$ cat src/rtl/regfile_wb_arbiter.sv
// ---------------------------------------------------------------------------
// regfile_wb_arbiter
//
// Shares the integer register file's single write port between the in-order
// pipeline writeback (port A) and a long-latency result source (port B).
// Port B results wait in a small FIFO and drain when the write port is free.
// A newer pipeline write to a register kills any older buffered write to the
// same register, so write-after-write order is preserved.
//
// Optional feature macro: WBARB_STARVE_EN
//   defined   : starve counter; B is force-granted after STARVE_MAX
//               consecutive denied cycles, and a_ready drops in that cycle.
//   undefined : A has strict priority; a_ready = !rst.
//
// Ports
//   i_clk, i_rst          clock, synchronous active-high reset
//   i_a_valid/addr/data   pipeline writeback request
//   o_a_ready             port A accepted this cycle
//   i_b_valid/addr/data   long-latency result request
//   o_b_ready             FIFO not full
//   o_wen/o_waddr/o_wdata registered register-file write port
//   o_b_pending           FIFO holds at least one live entry
// ---------------------------------------------------------------------------
module regfile_wb_arbiter #(
    parameter int XLEN       = 64,
    parameter int AW         = 5,
    parameter int BUF_DEPTH  = 2,
    parameter int STARVE_MAX = 4
) (
    input  logic            i_clk,
    input  logic            i_rst,
    input  logic            i_a_valid,
    input  logic [AW-1:0]   i_a_addr,
    input  logic [XLEN-1:0] i_a_data,
    output logic            o_a_ready,
    input  logic            i_b_valid,
    input  logic [AW-1:0]   i_b_addr,
    input  logic [XLEN-1:0] i_b_data,
    output logic            o_b_ready,
    output logic            o_wen,
    output logic [AW-1:0]   o_waddr,
    output logic [XLEN-1:0] o_wdata,
    output logic            o_b_pending
);

    localparam int PW = $clog2(BUF_DEPTH);
    localparam int CW = PW + 1;

    // FIFO storage
    logic [AW-1:0]        r_buf_addr [BUF_DEPTH];
    logic [XLEN-1:0]      r_buf_data [BUF_DEPTH];
    logic [BUF_DEPTH-1:0] r_buf_live;
    logic [PW-1:0]        r_wptr;
    logic [PW-1:0]        r_rptr;
    logic [CW-1:0]        r_count;

    // Registered write port
    logic                 r_wen;
    logic [AW-1:0]        r_waddr;
    logic [XLEN-1:0]      r_wdata;

    logic                 w_empty;
    logic                 w_full;
    logic                 w_head_live;
    logic                 w_force_b;
    logic                 w_grant_a;
    logic                 w_grant_b;
    logic                 w_push;
    logic                 w_pop;
    logic                 w_squash;
    logic [BUF_DEPTH-1:0] w_live_next;

    assign w_empty     = (r_count == '0);
    assign w_full      = (r_count == CW'(BUF_DEPTH));
    assign w_head_live = !w_empty && r_buf_live[r_rptr];

    assign o_a_ready   = !i_rst && !w_force_b;
    assign o_b_ready   = !i_rst && !w_full;

    assign w_push      = i_b_valid && o_b_ready;
    assign w_grant_a   = i_a_valid && o_a_ready;
    // A is never granted while force_b is set, so this covers both the
    // normal "A idle" case and the forced case.
    assign w_grant_b   = !i_rst && w_head_live && !w_grant_a;
    // A dead head leaves without consuming the write slot.
    assign w_pop       = !i_rst && !w_empty && (!w_head_live || w_grant_b);
    assign w_squash    = w_grant_a && (i_a_addr != '0);

`ifdef WBARB_STARVE_EN
    localparam int SW = $clog2(STARVE_MAX + 1);

    logic [SW-1:0] r_starve;

    // Gated with head_live: a head squashed while the counter was climbing
    // must not force a grant of a dead entry.
    assign w_force_b = w_head_live && (r_starve == SW'(STARVE_MAX));

    always_ff @(posedge i_clk) begin
        if (i_rst) begin
            r_starve <= '0;
        end else if (w_grant_b || !w_head_live) begin
            r_starve <= '0;
        end else if (w_grant_a && (r_starve != SW'(STARVE_MAX))) begin
            r_starve <= r_starve + SW'(1);
        end
    end
`else
    assign w_force_b = 1'b0;
`endif

    // Squash first, then pop and push; the pushed slot is written last so a
    // same-cycle push is never squashed. Push and pop never share a slot
    // because a pop needs a non-empty FIFO and a push a non-full one.
    always_comb begin
        w_live_next = r_buf_live;
        for (int i = 0; i < BUF_DEPTH; i++) begin
            if (w_squash && (r_buf_addr[i] == i_a_addr)) begin
                w_live_next[i] = 1'b0;
            end
        end
        if (w_pop) begin
            w_live_next[r_rptr] = 1'b0;
        end
        if (w_push) begin
            w_live_next[r_wptr] = (i_b_addr != '0);
        end
    end

    always_ff @(posedge i_clk) begin
        if (i_rst) begin
            r_buf_live <= '0;
            r_wptr     <= '0;
            r_rptr     <= '0;
            r_count    <= '0;
        end else begin
            r_buf_live <= w_live_next;
            if (w_push) begin
                r_wptr <= r_wptr + PW'(1);
            end
            if (w_pop) begin
                r_rptr <= r_rptr + PW'(1);
            end
            case ({w_push, w_pop})
                2'b10:   r_count <= r_count + CW'(1);
                2'b01:   r_count <= r_count - CW'(1);
                default: r_count <= r_count;
            endcase
        end
    end

    // Payload storage needs no reset; the live bits decide what is valid.
    always_ff @(posedge i_clk) begin
        if (w_push) begin
            r_buf_addr[r_wptr] <= i_b_addr;
            r_buf_data[r_wptr] <= i_b_data;
        end
    end

    // Idle cycles drive zero address/data so the register file's read-bypass
    // compare never matches a stale address.
    always_ff @(posedge i_clk) begin
        if (i_rst) begin
            r_wen   <= 1'b0;
            r_waddr <= '0;
            r_wdata <= '0;
        end else if (w_squash) begin
            r_wen   <= 1'b1;
            r_waddr <= i_a_addr;
            r_wdata <= i_a_data;
        end else if (w_grant_b) begin
            r_wen   <= 1'b1;
            r_waddr <= r_buf_addr[r_rptr];
            r_wdata <= r_buf_data[r_rptr];
        end else begin
            r_wen   <= 1'b0;
            r_waddr <= '0;
            r_wdata <= '0;
        end
    end

    assign o_wen       = r_wen;
    assign o_waddr     = r_waddr;
    assign o_wdata     = r_wdata;
    assign o_b_pending = |r_buf_live;

endmodule
$ cat config.mk
export PLATFORM = sky130hd
export DESIGN_NAME = regfile_wb_arbiter
export DESIGN_NICKNAME = d
export VERILOG_FILES = /design/src/rtl/regfile_wb_arbiter.sv
export SDC_FILE = /design/constraint.sdc
export NUM_CORES = 1
export LEC_CHECK = 0
export BUFFER_PORTS_ARGS = -buffer_cell sky130_fd_sc_hd__buf_4
export CORE_MARGIN = 5
export CORE_UTILIZATION = 45
export DETAILED_ROUTE_END_ITERATION = 8
export PLACE_DENSITY_LB_ADDON = 0.3
export REMOVE_ABC_BUFFERS = 1
export SETUP_SLACK_MARGIN = 0.3
export SYNTH_ARGS = -nofsm -noshare
export SYNTH_HDL_FRONTEND = slang
export SYNTH_SLANG_ARGS = --single-unit
export TNS_END_PERCENT = 20
$ cat constraint.sdc
create_clock -name i_clk -period 15.5 [get_ports i_clk]
set_input_delay 0 -clock i_clk [delete_from_list [all_inputs] [get_ports i_clk]]
set_output_delay 0 -clock i_clk [all_outputs]
set_load 0.1 [all_outputs]
; Word-level counts from Yosys, hierarchy flattened
; Memories as Yosys holds them, arrays and structs flattened. A register that Yosys moved wholly into a read port is not among the register bits.
; Index checks and enable logic that the tools add are counted.
[totals]
ff_bits = 76
mem_bits_rw = 138
out_inout_bits = 73
wordCells = 72
memories = 2
[classes]
n_addsub = 4
magnitude_cmp = 4
n_eq_ne = 5
muxes = 24
bitwise = 2
reduce_logical = 24
[memory_table]
columns = name, depth, word_bits, rd, rd_ports_with_merged_regs, write_ports, line
row1 = r_buf_data, 2, 64, 1, 1, 1, 51  ; logic [XLEN-1:0] r_buf_data [BUF_DEPTH];
row2 = r_buf_addr, 2, 5, 3, 1, 1, 50  ; logic [AW-1:0] r_buf_addr [BUF_DEPTH];
[ops]
columns = op, count
row1 = $mux 64, 2
row2 = $mux 1, 14
row3 = $logic_and 1x1->1, 13
row4 = $eq 5x5->1, 2
row5 = $mux 5, 2
row6 = $reduce_bool 5->1, 2
row7 = $logic_not 1->1, 5
row8 = $eq 2x2->1 const B, 2
row9 = $lt 1x2->1 const B, 2
row10 = $mux 2, 2
row11 = $pmux 2 s2, 1
row12 = $add 1x1->1 const B, 2
row13 = $add 2x1->2 const B, 1
row14 = $and 2x2->2, 1
row15 = $bwmux 2, 1
row16 = $demux 1 s1, 2
row17 = $eq 2x1->1 const B, 1
row18 = $ge 1x1->1 const B, 2
row19 = $logic_not 2->1, 1
row20 = $not 2->2, 1
row21 = $reduce_bool 2->1, 1
row22 = $reduce_or 2->1, 1
row23 = $sub 2x1->2 const B, 1
row24 = $logic_or 1x1->1, 1

; Depth between registers and ports, before layout
[logic_depth]
word_depth = 10
depth_mapped = 7
ltp_nobuf = 7

; Least setup slack after synthesis
; No wires, ideal clock.
[synth_timing]
path_type = reg-to-reg
startpoint = register r_wptr
endpoint = register r_buf_live[0]
setup_ps = 99
arrival_ps = 7920
required_ps = 15401
path_slack_ps = 7481
path_stages_with_launch = 4
path_buffers = 0
path_cell_list = dfxtp_1 > nor4_1 > o21ai_0 > o31ai_1
[synth_via]
elab_chain_cells = 6
word_cells_on_any_way = 7
[synth_lines]
columns = element, line
row1 = start: declaration, 53  ; logic [PW-1:0] r_wptr;
row2 = start signal: assignment, 138  ; r_wptr <= r_wptr + PW'(1);
row3 = $lt 1x2->1 (implied by the code) / $ge 1x1->1 (equally long branches), 125  ; w_live_next[r_wptr] = (i_b_addr != '0);
row4 = $logic_and 1x1->1 (implied by the code), 125
row5 = $mux 1 (implied by the code), 125
row6 = $demux 1 s1 (*), 125
row7 = $bwmux 2 (*), 125
row8 = $mux 2 (*), 124  ; if (w_push) begin
row9 = end signal: assignment, 136  ; r_buf_live <= w_live_next;
row10 = end: declaration, 52  ; logic [BUF_DEPTH-1:0] r_buf_live;
; Every way passes the cells marked *; elsewhere a longest branch is shown, timed or not.
; A chain may end at the register's enable or synchronous reset.

; Final worst setup path
[layout_timing]
startpoint = input port i_a_addr[1]
endpoint = register r_buf_live[1]
[layout_via]
elab_chain_cells = 8
word_cells_on_any_way = 9
[layout_lines]
columns = element, line
row1 = start: declaration, 33  ; input logic [AW-1:0] i_a_addr,
row2 = $reduce_bool 5->1, 87  ; assign w_squash = w_grant_a && (i_a_addr != '0);
row3 = $logic_and 1x1->1, 87
row4 = $logic_and 1x1->1 (*), 117  ; if (w_squash && (r_buf_addr[i] == i_a_addr)) begin
row5 = $mux 1 (*), 117
row6 = $and 2x2->2 (no line), --
row7 = $mux 2 (*), 121  ; if (w_pop) begin
row8 = $bwmux 2, 125
row9 = $mux 2 (*), 124
; Marked as above.

==> out/qor.csv <==
stage;metric;value;unit
synthesis;top-count cell post-synth;edfxtp_1;
synthesis;Ys Warns;0;
floorplanning;die footprint;20700;sq um
critical_path;CP startpoint kind;input port;
synthesis;asr flop ratio synth;0;%
floorplanning;die height;144;um
routing;max layer used;met4;
critical_path;R2R depth;6;
routing;DR iter-0 viols;225;
pwr;Peak VDD IR;0.108;mV
routing;first drt pass iteration count;6;
critical_path;Worst R2R End;o_waddr[3]$_SDFF_PP0_;
routing;routed len/inst;17.4;um
synthesis;Post-synth EDFFs;138;
placement;gpl congestion;0.814;
sta;setup TNS;0;ns
floorplanning;IO Pins;215;
min_path;hold path startpoint;i_b_valid;
critical_path;Worst EP arrival;3.24;ns
finish;Synth-to-Final Area Change;48.1;%
synthesis;synth cell count leaders;edfxtp_1, dfxtp_1, nor2_1;
pwr;static leakage;0.00451;uW
synthesis;Avg Synthesized Cell Area;15.8;sq um
global_route;first-pass GRT wire length;29200;um
finish;fin cells;1101;
synthesis;Synth Instances;509;
global_route;vias in the first global route;5783;
routing;metal3 WL;1490;um
floorplanning;Starting Density;46.2;%
finish;Antenna diodes;0;
synthesis;Synth area leader;edfxtp_1;
routing;met1 wire length;7650;um
min_path;Hold EP;r_wptr$_SDFFE_PP0N_;
clocking;CTS Buf Count;22;
min_path;HP Class;input port to flop;
run_status;status;completed;
critical_path;flop2flop setup slack;12.86;ns
floorplanning;core area;17400;sq um
critical_path;WS Path Type;input port to flop;
sta;Hold Slack;0.0519;ns
placement;placed cell count;920;
routing;routed vias;5450;
sta;post-route minimum period;2.83;ns
critical_path;Critical Path Sink Type;flop;
critical_path;Req. time, crit path;15.91;ns
floorplanning;Chip Width;144;um
sta;Worst Clk Skew;0.0146;ns
clocking;CTS H-tree depth;1;
routing;final WL;19200;um
floorplanning;FP Rows;48;
sta;RSZ-0062 raised after global routing;false;
clocking;setup bufs post-CTS;0;
synthesis;mapped cell area;8050;sq um
routing;drt drc;0;
clocking;CTS tree;built;
clocking;Root Driver;clkbuf_16;
sta;Slew Limit Fails;0;
global_route;initial antenna violation count;0;
finish;Nets;1003;
min_path;Hold Path Stages;5;
synthesis;top-area cell type share of the netlist area;51.5;%
clocking;clock sinks;215;
synthesis;Seq cells post-synth;215;
global_route;grt total ovfl;0;
routing;routed wl met2;9660;um
sta;Worst Tran Pin Value;1.17;ns
finish;layout cells sized above 1;36.3;%
pwr;power density cells;134;nW/um^2
routing;DRT antenna net count;0;
routing;DR vias/cell;4.95;
clocking;Clock Latency Late Sink;0.50;ns
synthesis;Synth area leaders;edfxtp_1, dfxtp_1, a211oi_2;
sta;endpoints failing hold;0;
critical_path;critical-path maximum fanout;86;
clocking;hold-fix buffers at CTS;141;
clocking;Post-CTS Resized;0;
sta;crit share post-route;18.3;%
synthesis;Netlist cell types;33;
global_route;largest net degree at the start of global routing;87;
sta;max_slew headroom;22.3;%
placement;IO Port Bufs;214;
clocking;CTS Buffer Depth;3;
synthesis;ys flop type;edfxtp_1;
placement;dpl hpwl;10900;um
sta;Max Fclk;353;MHz
clocking;CTS clock-pin slew for the worst setup and hold paths;0.06;ns
sta;final setup fails;0;
global_route;GRT Util Overall;17.9;%
synthesis;post-synthesis sequential area ratio;70.7;%
run;Max-Cap Viols;0;
where the power goes:
group / leakage [uW] / switching (uW) / internal, uW
sequential: 0.00190 / 24.9 / 660
combinational: 0.00227 / 261 / 131
clock: 0.000347 / 210 / 313
total: 0.00451 / 496 / 1100
cell families (layout without fill, tap and decap cells):
family | after synthesis | count (layout) | synth area share [%]
buffers and inverters | 37 | 404 | 2.91
and+or+nand+nor | 90 | 90 | 4.59
AOI/OAI and AO/OA | 82 | 82 | 11.4
DFF | 215 | 215 | 70.7
xor gates and xnor gates | 13 | 13 | 1.42
muxes | 71 | 71 | 8.85
adders and majority gates | 1 | 1 | 0.155
metal layers:
metal	track usage, %	up-vias
li1	-	2607
met1	21.7	2591
met2	32.6	221
met3	3.69	31
met4	4.36	0
met5	0	-
critical path, stage by stage:
cell	delay, ns
dlygate4sd3_1	0.53
buf_4	0.15
or4_1	0.59
o211ai_4	0.20
buf_4	0.79
o41ai_1	0.19
dlygate4sd3_1	0.61
mux2i_1	0.14
flip-flops by register name, summed over array words and instances, names as in the netlist, named ones only:
register and count:
r_count 2, o_wdata 64, r_buf_live 2, o_waddr 5
r_buf_addr 10, o_wen 1, r_wptr 1, r_rptr 1
r_buf_data 128
stage by stage:
stage | area [sq um] | utilization, % | total power, uW | setup slack (ns)
global placement | 9780 | 56.1 | 1050 | 13.32
finish | 11900 | 68.4 | 1600 | 12.67
global route | 11900 | 68.4 | 1660 | 12.48
CTS | 11900 | 68.4 | 1610 | 12.73
detailed placement | 9780 | 56.1 | 1060 | 13.25
floorplan | 7830 | - | 973 | 7.47
cells in the final DEF, fill, tap and decap left out, types with 2 or more instances in the layout:
cell             n
clkbuf_1         6
clkinv_2         4
clkbuf_16       22
o21ai_0          2
dfxtp_1         76
inv_1            5
xnor2_1          8
clkinvlp_4       2
or2_2            2
bufinv_16        3
a211oi_2        60
dlygate4sd3_1  141
nor2_1          77
o21a_1           2
buf_4          218
a211oi_1         9
edfxtp_1       138
mux2i_1         70
or4_1            2
clkinv_1         2
nand3_1          2
xor2_1           5
a21oi_1          2
worst max path at each step:
stage                   startpoint                       end  depth (start not counted)
3_3_place_gp           i_a_addr[1]  r_buf_live[0]$_SDFF_PP0_                          6
2_1_floorplan  r_wptr$_SDFFE_PP0N_  r_buf_live[0]$_SDFF_PP0_                          3
4_1_cts                i_a_addr[1]  r_buf_live[1]$_SDFF_PP0_                          8
3_5_place_dp           i_a_addr[1]    o_wdata[15]$_SDFF_PP0_                          6
6_report               i_a_addr[1]  r_buf_live[1]$_SDFF_PP0_                          8
5_1_grt                i_a_addr[1]  r_buf_live[1]$_SDFF_PP0_                          8
area by class of cell:
type,instances,area (sq um)
inverter,5,18.8
multi-input combinational,257,2150
fill,1135,5510
sequential,215,5690
clock inverter,12,149
tap,225,282
timing repair buffer,359,3050
clock buffer,28,573
(Power assumes the default switching activity.)
